File: src/rtl/gray_counter_param.sv
// Parametrised up/down counter with binary and Gray views registered together.
// Both views are loaded from the same next-value, so gray_out never lags bin_out.
// Priority per edge: clr > load > en > hold. At a terminal value a count step
// either wraps modulo 2^WIDTH (WRAP_EN=1) or is blocked (WRAP_EN=0). In both
// cases wrap_evt pulses for one cycle.
module gray_counter_param #(
    parameter int               WIDTH   = 16,
    parameter bit               WRAP_EN = 1'b1,
    parameter logic [WIDTH-1:0] RST_VAL = '0
) (
    input  logic             clk,
    input  logic             rstn,
    input  logic             en,
    input  logic             dir,
    input  logic             clr,
    input  logic             load,
    input  logic [WIDTH-1:0] load_val,
    output logic [WIDTH-1:0] bin_out,
    output logic [WIDTH-1:0] gray_out,
    output logic             term,
    output logic             wrap_evt
);

    localparam logic [WIDTH-1:0] ALL_ONES = '1;
    localparam logic [WIDTH-1:0] ONE      = {{(WIDTH-1){1'b0}}, 1'b1};

    function automatic logic [WIDTH-1:0] to_gray(input logic [WIDTH-1:0] b);
        return b ^ (b >> 1);
    endfunction

    logic [WIDTH-1:0] bin_nxt;
    logic             term_nxt;
    logic             wrap_nxt;
    logic             at_end;

    // Next-state selection; a blocked saturating step keeps the value but still flags wrap_evt
    always_comb begin
        bin_nxt  = bin_out;
        term_nxt = term;
        wrap_nxt = 1'b0;
        at_end   = dir ? (bin_out == ALL_ONES) : (bin_out == '0);
        if (clr) begin
            bin_nxt  = '0;
            term_nxt = 1'b1;
        end else if (load) begin
            bin_nxt  = load_val;
            term_nxt = dir ? (load_val == ALL_ONES) : (load_val == '0);
        end else if (en) begin
            wrap_nxt = at_end;
            if (!at_end || WRAP_EN) begin
                bin_nxt = dir ? (bin_out + ONE) : (bin_out - ONE);
            end
            term_nxt = dir ? (bin_nxt == ALL_ONES) : (bin_nxt == '0);
        end
    end

    // Register binary, Gray, terminal level and event pulse from one next value
    always_ff @(posedge clk or negedge rstn) begin
        if (!rstn) begin
            bin_out  <= RST_VAL;
            gray_out <= to_gray(RST_VAL);
            term     <= (RST_VAL == '0);
            wrap_evt <= 1'b0;
        end else begin
            bin_out  <= bin_nxt;
            gray_out <= to_gray(bin_nxt);
            term     <= term_nxt;
            wrap_evt <= wrap_nxt;
        end
    end

endmodule

File: config.mk
export PLATFORM = sky130hd
export DESIGN_NAME = gray_counter_param
export DESIGN_NICKNAME = d
export VERILOG_FILES = /design/src/rtl/gray_counter_param.sv
export SDC_FILE = /design/constraint.sdc
export NUM_CORES = 1
export LEC_CHECK = 0
export BUFFER_PORTS_ARGS = -buffer_cell sky130_fd_sc_hd__buf_2
export CELL_PAD_IN_SITES_DETAIL_PLACEMENT = 1
export CELL_PAD_IN_SITES_GLOBAL_PLACEMENT = 2
export CORE_MARGIN = 8
export CORE_UTILIZATION = 35
export CTS_BUF_LIST = sky130_fd_sc_hd__clkbuf_8 sky130_fd_sc_hd__clkbuf_16
export CTS_CLUSTER_SIZE = 20
export DETAILED_ROUTE_END_ITERATION = 7
export PLACE_DENSITY = 0.91
export SKIP_LAST_GASP = 1
export SYNTH_ARGS = -nofsm -noshare
export SYNTH_HDL_FRONTEND = slang
export SYNTH_SLANG_ARGS = --single-unit
File: constraint.sdc
create_clock -name clk -period 4.2 [get_ports clk]
set_input_delay 0.42 -clock clk [delete_from_list [all_inputs] [get_ports clk]]
set_output_delay 0.42 -clock clk [all_outputs]
set_load 0.02 [all_outputs]
* Word-level counts from Yosys, hierarchy flattened
Cells that the tools add are included.
** Storage, ports and cells
- RAM bits :: 0
- ROM bits :: 0
- Bits in registers :: 34
- Latch bits :: 0
- Output and inout bits :: 34
- Memories :: 0
- Logic and storage cells :: 30
** Cells by class
- Multipliers :: 0
- Shift operators :: 0
- Reductions and logical operators :: 4
- Divide/modulo/power cells :: 0
- Multiplexer cells :: 16
- Order comparisons :: 0
- Equality and inequality tests :: 3
- Bitwise gates (word level) :: 1
- Add/sub/neg operators :: 2
** Operators with widths (count)
- 2-to-1 mux 16 bit :: 7
- equality test 16 bit, second input constant :: 3
- logical NOT 16 bit :: 3
- adder 16 x 1 -> 16 bit, second input constant :: 1
- subtractor 16 x 1 -> 16 bit, second input constant :: 1
- XOR 16 x 15 -> 16 bit :: 1
- 2-to-1 mux 1 bit :: 9
- nonzero test 3 bit :: 1

* Longest topological paths before layout
Gate-level depths: netlist (run 1).
- Depth after elaboration :: 10
- Gate-level depth with buffers :: 11
- Gate-level depth less buffers :: 10

* Worst setup path after synthesis (run 1)
OpenSTA, ideal clock, no wires.
- Kind :: input-to-reg
- Start :: input dir
- End :: register term
- Buffers on the path :: 1
- Arrival :: 2.911 ns
- Slack :: 1.226 ns
- Required time :: 4.136 ns
- Stages :: 11
- Path through :: inv_1 > ha_1 > clkbuf_1 > or4_1 > o21ai_0 > a21o_1 > xor2_1 > nor4_1 > nand3_1 > or4_1 > nand3_1
** Between the ends
- Longest elaborated chain between the ends :: 9
- Elaborated cells between the ends (all ways) :: 11
- Classes of those cells :: eq/ne (1); mux (9); reduce/logical (1)
** RTL lines
- from (decl) :: line 14 : input logic dir,
- 2-to-1 mux 16 bit :: line 51 : bin_nxt = dir ? (bin_out + ONE) : (bin_out - ONE);
- 2-to-1 mux 16 bit :: line 48 : end else if (en) begin
- 2-to-1 mux 16 bit :: line 45 : end else if (load) begin
- 2-to-1 mux 16 bit :: line 42 : if (clr) begin
- equality test 16 bit or logical NOT 16 bit (tied branches) :: line 53 : term_nxt = dir ? (bin_nxt == ALL_ONES) : (bin_nxt == '0);
- 2-to-1 mux 1 bit :: line 53
- 2-to-1 mux 1 bit :: line 48
- 2-to-1 mux 1 bit * :: line 45
- 2-to-1 mux 1 bit * :: line 42
- to (signal assigned) :: line 62 : term <= (RST_VAL == '0);
- to (signal assigned) :: line 67 : term <= term_nxt;
- to (decl) :: line 20 : output logic term,
Mark *: on every way between the ends. The rest lies on a longest branch, timed or not. The select of a mux whose other input is x is not followed.
A chain may end at the register's enable or synchronous reset.

* Worst setup path after layout (run 1)
Ends and elaborated chain as after synthesis.

==> out/qor.yml, run 1 <==
outcome:
  status: "complete, no violations"
yosys:
  netlist.area_leader.share_pct: 29.5
  synth_nets: 360
  async_flop_share_pct: 100
  synth_edf_count: 0
  synth.area.top_cells: "dfrtp_1 (30%), ha_1 (7.4%), nor2_1 (5.8%)"
  ys.flop_type: "dfrtp_1"
  yosysTopAreaCell: "dfrtp_1"
  yosysWarnings: 0
  synth_seq_cells: 33
  yosysUniqueCellTypes: 64
  synthCells: 321
  ys_seq_area_share_pct: 30.5
  netlist_area_um2: 2710
  syn_area_per_cell_um2: 8.44
route:
  antenna_left: 0
  first_pass_iters: 4
  wl_per_cell_um: 19.2
  remaining_drc_errors: 0
  via_count: 2714
  wl_um: 9020
  vias_per_cell: 5.77
  drtIter0Drc: 102
die:
  core-area_um2: 7610
  die_area_um2: 10800
  die-width_um: 104
  std_cell_rows: 32
  ios: 56
  start_util_pct: 35.6
  die_h_um: 104
place:
  portBuffers: 55
  hpwlAfterDp_um: 7000
  place_area_um2: 3040
  place_congestion: 0.838
  dp_cells: 462
final_layout:
  diodes: 0
  syn2layout_area_growth_pct: 16.4
  nNetsFinal: 406
  final_common_cell: "buf_2"
  drive_gt1_share_pct: 20.4
  final_util_pct: 41.5
  final_cell_mix: "buf_2 (55), nor2_1 (42), dfrtp_1 (32), nand2_1 (21), a21oi_1 (20)"
  post-route-cell-area_um2: 3150
  fin_cells: 470
clock_tree:
  cts.sinks: 33
  hold_buffers: 0
  cts_setup_buffers: 0
  cts-root-buf: "clkbuf_8"
  cts.path.max_buffers: 2
  cts_buffers: 5
  htree_levels: 2
  clk_latency_ps: 290
  clk_pin_slew_ps: 70
  ctsResizeCount: 0
  cts_tree: "yes"
critical_path:
  cp-start-kind: "input pin"
  crit_required_ps: 4430
  r2r-end: "term"
  slowest_delay_ps: 550
  rr_worst_depth: 10
  critical_path_arrival_ps: 3480
  slowest_stage: "or4_1"
  critPathKind: "input pin to flip-flop"
  cp_max_fo: 15
  r2r_setup_slack_ps: 1180
  r2r-start: "bin_out[0]"
  path_cells: "buf_2 -> inv_1 -> ha_1 -> or4_1 -> o21ai_0 -> a21o_1 -> xor2_1 -> nor4_1 -> nand3_1 -> or4_1 -> nand3_1"
  end_kind: "flip-flop"
global_route:
  gr-total-overflow: 0
  grt_pass1_wl_um: 14900
  grt_max_degree: 34
  antenna_found_initial: 0
  first_global_vias: 2823
  grt_usage_pct: 16.7
power:
  p_leak_uw: 0.00152
  peakVddDrop_uv: 191
  power_density_nw_per_um2: 360
min_path:
  hold_path.class: "input pin to asynchronous set/reset pin"
sta:
  finalWorstPathRequiredPeriod_ps: 3250
  tightest_slew_ps: 747
  post-route-period-util_pct: 77.4
  hold_viol: 0
  hold_ws_ps: 198
  maxSlewHeadroom_pct: 50.2
  drv_slew: 0
  setup_viol: 0
  rsz0062_at_grt: "no"
  max_freq_ghz: 0.308
  finalClockSkew_ps: 8.38
  setup_tns_ps: 0
run:
  drv_cap: 0
-- worst max-delay path, delay by kind of cell --
| family | cells | cell delay, ps |
|---|---|---|
| and+or+nand+nor | 5 | 1580 |
| buffers and inverters | 2 | 590 |
| adders and majority gates | 1 | 430 |
| AOI/OAI and AO/OA | 2 | 300 |
| xor gates and xnor gates | 1 | 150 |
-- final cells by class --
class,instances,area (um2)
fillers,966,4450
multi-input cells,263,1770
flip-flops and latches,33,827
repair buffers,56,283
well taps,102,128
clock buffers,6,82.6
clock inverters,2,33.8
inverters,8,30.0
-- sequential cells by signal, summed over array words and instances, names as in the netlist --
name,count
bin_out,16
wrap_evt,1
term,1
gray_out,15
-- synthesized netlist by cell type (7+ instances only) --
cell	count
a211oi_1	8
nor2_1	42
clkbuf_1	10
dfrtp_1	32
nand2_1	21
xnor2_1	10
nor3_1	9
inv_1	7
nor4_1	12
nand3_1	8
a21oi_1	20
nand4_1	10
ha_1	16
and3_1	7
nor2b_1	8
a21o_1	9
xor2_1	10
-- power by group --
group	total, uW	switching [uW]	leakage, uW	internal, uW
sequential	384	32.1	0.000427	352
clock	311	120	0.0000626	191
combinational	440	276	0.00103	164
total	1130	428	0.00152	706
-- cell families (layout without fill, tap and decap cells) --
kind of cell | Yosys count | after routing | share of synthesized area (%)
xor gates and xnor gates | 20 | 20 | 6.46
buffers and inverters | 25 | 72 | 4.15
AOI/OAI and AO/OA | 86 | 86 | 23.2
DFF | 33 | 33 | 30.5
muxes | 8 | 8 | 3.05
and+or+nand+nor | 132 | 132 | 24.5
adders and majority gates | 17 | 17 | 8.13
-- layer usage --
layer  wire length, um  global-route usage, %  share of wire, %
met5                 0                      0                 0
met4               114                   4.45               1.3
met3               329                   3.35               3.6
met2              4420                   28.4                49
met1              4160                   21.0                46
-- how the worst max path moves through the flow --
stage | from | end | slack (ps)
6_report | dir | term | 950
5_1_grt | dir | term | 680
4_1_cts | dir | term | 960
3_5_place_dp | dir | term | 670
3_3_place_gp | dir | gray_out[14] | 730
2_1_floorplan | dir | term | 1230
-- stage by stage --
stage | worst slack (ps) | power, uW
CTS | 960 | 1140
finish | 948 | 1130
floorplan | 1230 | 690
detailed placement | 668 | 828
global route | 678 | 1210
global placement | 735 | 818
(Power assumes the default switching activity.)
==> run 2: changes to the inputs <==
CORE_UTILIZATION = 29   (was 35)
PLACE_DENSITY = 0.82   (was 0.91)
clock period = 2.7 ns   (was 4.2 ns; I/O delays follow)
==> out/qor.yml, run 2 (synthesis results as in run 1) <==
outcome:
  status: "finished, violations left"
  violations: "negative setup slack"
critical_path:
  slowest_delay_ps: 540  # about the same
  cp_max_fo: 6  # -9
  crit_required_ps: 2930  # -1500 ps
  critPathKind: "flip-flop to flip-flop"
  critical_path_arrival_ps: 2930  # -550 ps
  cp-start-kind: "flip-flop"
  slowest_stage: "or4_1"
  end_kind: "flip-flop"
  path_cells: "ha_4 -> a211o_1 -> a211o_4 -> nand3_4 -> a21oi_1 -> o211ai_1 -> nand2_1 -> or4_1 -> nand3_1"
clock_tree:
  hold_buffers: 0  # unchanged
  clk_pin_slew_ps: 70  # about the same
  clk_latency_ps: 290  # about the same
  htree_levels: 2  # unchanged
  cts_tree: "yes"
  cts.path.max_buffers: 2  # unchanged
  cts_buffers: 5  # unchanged
  cts.sinks: 33  # unchanged
  cts-root-buf: "clkbuf_8"
route:
  vias_per_cell: 5.40  # -6.5%
  via_count: 3024  # +11%
  antenna_left: 0  # unchanged
  drtIter0Drc: 114  # +12%
  wl_um: 10300  # +14%
  wl_per_cell_um: 18.4  # -4.4%
  first_pass_iters: 4  # unchanged
  remaining_drc_errors: 0  # unchanged
sta:
  finalClockSkew_ps: 7.07  # -1.31 ps
  postLayoutSetupSlackWorst_ps: -2.61  # -951 ps
  tightest_slew_ps: 749  # +1.75 ps
  setup_tns_ps: -2.61  # -2.61 ps
  hold_ws_ps: 36.2  # -162 ps
  maxSlewHeadroom_pct: 50.1  # -0.12 points
  rsz0062_at_grt: "yes"
  max_freq_ghz: 0.370
  finalWorstPathRequiredPeriod_ps: 2700
  hold_viol: 0  # unchanged
  post-route-period-util_pct: 100
  setup_viol: 1  # +1
  drv_slew: 0  # unchanged
global_route:
  grt_usage_pct: 15.9  # -0.85 points
  antenna_found_initial: 0  # unchanged
  grt_pass1_wl_um: 16300  # +9.5%
  first_global_vias: 3214  # +14%
  gr-total-overflow: 0  # unchanged
  grt_max_degree: 34  # unchanged
final_layout:
  largestRegisters: "bin_out: 16 flops, gray_out: 15 flops"
  final_common_cell: "buf_4"
  final_util_pct: 42.9  # +1.4 points
  seq_area_um2: 828  # +0.15%
  n_fill_cell: 1111  # +15%
  final_cell_mix: "buf_4 (79), buf_2 (55), nor2_1 (42), dfrtp_1 (31), nand2_1 (21)"
  fin_cells: 560  # +19%
  post-route-cell-area_um2: 3920  # +24%
  diodes: 0  # unchanged
  syn2layout_area_growth_pct: 44.7
  nNetsFinal: 487  # +20%
  regMostFlops: "bin_out"
  largest_reg_flops: 16  # unchanged
  drive_gt1_share_pct: 39.9  # +19 points
  multiInputGateArea_um2: 1930  # +9.1%
place:
  hpwlAfterDp_um: 8210  # +17%
  portBuffers: 55  # unchanged
  dp_cells: 541  # +17%
  place_area_um2: 3580  # +18%
  place_congestion: 0.864  # +3.1%
run:
  drv_cap: 0  # unchanged
die:
  std_cell_rows: 35  # +9.4%
  die_h_um: 113  # +8.3%
  die_area_um2: 12700  # +17%
  core-area_um2: 9150  # +20%
  die-width_um: 113  # +8.3%
  ios: 56  # unchanged
  start_util_pct: 29.6  # -6.0 points
power:
  peakVddDrop_uv: 292  # +53%
  p_leak_uw: 0.00192  # +27%
  power_density_nw_per_um2: 488  # +36%
min_path:
  hold_path.class: "input pin to asynchronous set/reset pin"
## run 2: report_power, final
group	switching, uW	internal, uW
Combinational	531	441
Sequential	31.6	547
Clock	187	175
Total	749	1160
## run 2: worst paths after layout
kind,start,endpoint,slack [ps],cells after the start
worst max-delay path,bin_out[1],term,-3,9
worst min-delay path,rstn,gray_out[2],40,1
max in group asynchronous,rstn,bin_out[1],2150,1
worst max register to register,bin_out[1],term,-3,9
worst min register to register,term,term,800,5
min in group clk,load_val[0],bin_out[0],300,3
## run 2: critical path, delay by kind of cell (launching register included)
family                     cells  cell delay (ps)
AOI/OAI and AO/OA              4             1050
adders and majority gates      1              230
DFF                            1              450
and+or+nand+nor                4              910
## run 2: metal layers
layer  global-route usage [%]  share of wire (%)
met5                        0                  0
met3                     2.84                3.1
met1                     19.0                 44
met2                     28.6                 52
met4                     3.78               0.80
## run 2: timing repair
item,4_1_cts,5_1_grt
resized for setup,9,22
setup endpoints to repair,6,14
buffers inserted,1,10
pin swaps,4,14
## run 2: final cells by class
class,count,area share [%]
clock inverters,3,0.351
multi-input cells,263,49.3
repair buffers,137,23.1
flip-flops and latches,33,21.1
well taps,111,3.54
inverters,8,0.861
clock buffers,5,1.75
## run 2: stage by stage
stage,total power (uW),setup slack (ps)
detailed placement,1460,-303
CTS,1850,0.0817
global placement,1440,-214
floorplan,1080,-45.6
finish,1910,-2.61
global route,2030,-127
==> run 3: changes to the inputs <==
SETUP_SLACK_MARGIN = 0.5   (was not set)
==> out/qor.yml, run 3 (synthesis results as in run 1) <==
global_route:
  grt_max_degree: 34  # unchanged
  first_global_vias: 3415  # +6.3%
  antenna_found_initial: 0  # unchanged
  gr-total-overflow: 0  # unchanged
  grt_pass1_wl_um: 17300  # +6.2%
  grt_usage_pct: 16.9  # +1.1 points
die:
  die-width_um: 113  # unchanged
  ios: 56  # unchanged
  core-area_um2: 9150  # unchanged
  std_cell_rows: 35  # unchanged
  start_util_pct: 29.6  # unchanged
  die_h_um: 113  # unchanged
  die_area_um2: 12700  # unchanged
sta:
  max_freq_ghz: 0.368  # -0.58%
  finalWorstPathRequiredPeriod_ps: 2720  # +15.7 ps
  maxSlewHeadroom_pct: 48.5  # -1.6 points
  tightest_slew_ps: 773  # +24.1 ps
  drv_slew: 0  # unchanged
  finalClockSkew_ps: 6.19  # -0.877 ps
  rsz0062_at_grt: "yes"
  setup_viol: 1  # unchanged
  postLayoutSetupSlackWorst_ps: -18.3  # -15.7 ps
  setup_tns_ps: -18.3  # -15.7 ps
  post-route-period-util_pct: 101  # +0.58 points
  hold_viol: 0  # unchanged
route:
  via_count: 3013  # -0.36%
  first_pass_iters: 4  # unchanged
  drtIter0Drc: 108  # -5.3%
  wl_per_cell_um: 19.2  # +4.6%
  antenna_left: 0  # unchanged
  remaining_drc_errors: 0  # unchanged
  wl_um: 10800  # +5.2%
  vias_per_cell: 5.35  # -0.89%
place:
  place_congestion: 0.856  # -0.86%
  hpwlAfterDp_um: 8280  # +0.87%
  dp_cells: 543  # +0.37%
  place_area_um2: 3620  # +1.1%
  pre_cts_slack_ps: -320  # -17.3 ps
  portBuffers: 55  # unchanged
min_path:
  hold_path.class: "input pin to asynchronous set/reset pin"
power:
  p_leak_uw: 0.00194  # +0.91%
  peakVddDrop_uv: 262  # -10%
  finalPower_uw: 2090  # +9.2%
  power_density_nw_per_um2: 511  # +4.7%
critical_path:
  critical_path_arrival_ps: 2880  # -50 ps
  slowest_stage: "dfrtp_2"
  slowest_delay_ps: 450  # -90 ps
  path_cells: "ha_4 -> a211o_1 -> a211o_4 -> buf_12 -> a2111o_1 -> and3_4 -> o21a_1 -> a21oi_4 -> xor2_1 -> nor2_1"
  cp_max_fo: 5  # -1
  critPathKind: "flip-flop to flip-flop"
  crit_required_ps: 2870  # -60 ps
  end_kind: "flip-flop"
  cp-start-kind: "flip-flop"
clock_tree:
  hold_buffers: 0  # unchanged
  htree_levels: 2  # unchanged
  cts_tree: "yes"
  cts.path.max_buffers: 2  # unchanged
  cts.sinks: 33  # unchanged
  clk_pin_slew_ps: 70  # about the same
  cts-root-buf: "clkbuf_8"
  cts_buffers: 5  # unchanged
  clk_latency_ps: 290  # about the same
final_layout:
  largest_reg_flops: 16  # unchanged
  fin_cells: 563  # +0.54%
  diodes: 0  # unchanged
  final_cell_mix: "buf_4 (80), buf_2 (55), nor2_1 (41), dfrtp_1 (30), nand2_1 (21)"
  final_common_cell: "buf_4"
  nNetsFinal: 490  # +0.62%
  post-route-cell-area_um2: 4090  # +4.3%
  regMostFlops: "bin_out"
  syn2layout_area_growth_pct: 50.9
  largestRegisters: "bin_out: 16 flops, gray_out: 15 flops"
  drive_gt1_share_pct: 43.6  # +3.7 points
outcome:
  status: "finished, violations left"
  violations: "negative setup slack"
run:
  drv_cap: 0  # unchanged
run 3: metal layers:
| layer | global-route usage [%] | part of all wire (%) |
|---|---|---|
| met1 | 19.7 | 42 |
| met3 | 2.95 | 4.8 |
| met5 | 0 | 0 |
| met4 | 4.14 | 1.3 |
| met2 | 31.2 | 52 |
run 3: critical path, delay by kind of cell (launching register included):
family	cells	cell delay [ps]
compound gates	5	1390
flops	1	450
fa+ha+maj	1	230
simple gates	2	220
xor+xnor	1	160
buf+inv	1	140
run 3: report_power, final:
group / total [uW] / internal [uW] / switching, uW
logic: 1020 / 472 / 553
registers: 581 / 548 / 33.3
clock network: 484 / 297 / 187
total: 2090 / 1320 / 773
run 3: final timing paths:
path	startpoint	end	slack, ps	cells after the start
max	bin_out[1]	gray_out[6]	-20	10
min	rstn	gray_out[10]	60	1
max reg2reg	bin_out[1]	gray_out[6]	-20	10
min reg2reg	bin_out[0]	bin_out[0]	790	4
max in group asynchronous	rstn	bin_out[1]	2100	1
min in group clk	load_val[0]	bin_out[0]	290	3
run 3: cell type report:
class | count | area [um2]
repair buffers | 139 | 930
multi-input cells | 263 | 2030
clock buffers | 6 | 82.6
inverters | 8 | 33.8
well taps | 111 | 139
fillers | 1096 | 5060
clock inverters | 2 | 33.8
repair inverters | 1 | 7.51
flip-flops and latches | 33 | 830
run 3: per-stage QoR:
stage | hold WS (ps) | util (%)
finish | 55.9 | 44.7
global route | 110 | 44.7
CTS | 74.5 | 43.3
detailed placement | 388 | 39.5
global placement | 379 | 39.5
floorplan | -25.6 | -
run 3: timing repair:
action	in CTS	in global routing
resized for setup	28	17
cloned	1	0
setup endpoints to repair	27	26
buffers inserted	7	4
pin swaps	15	19
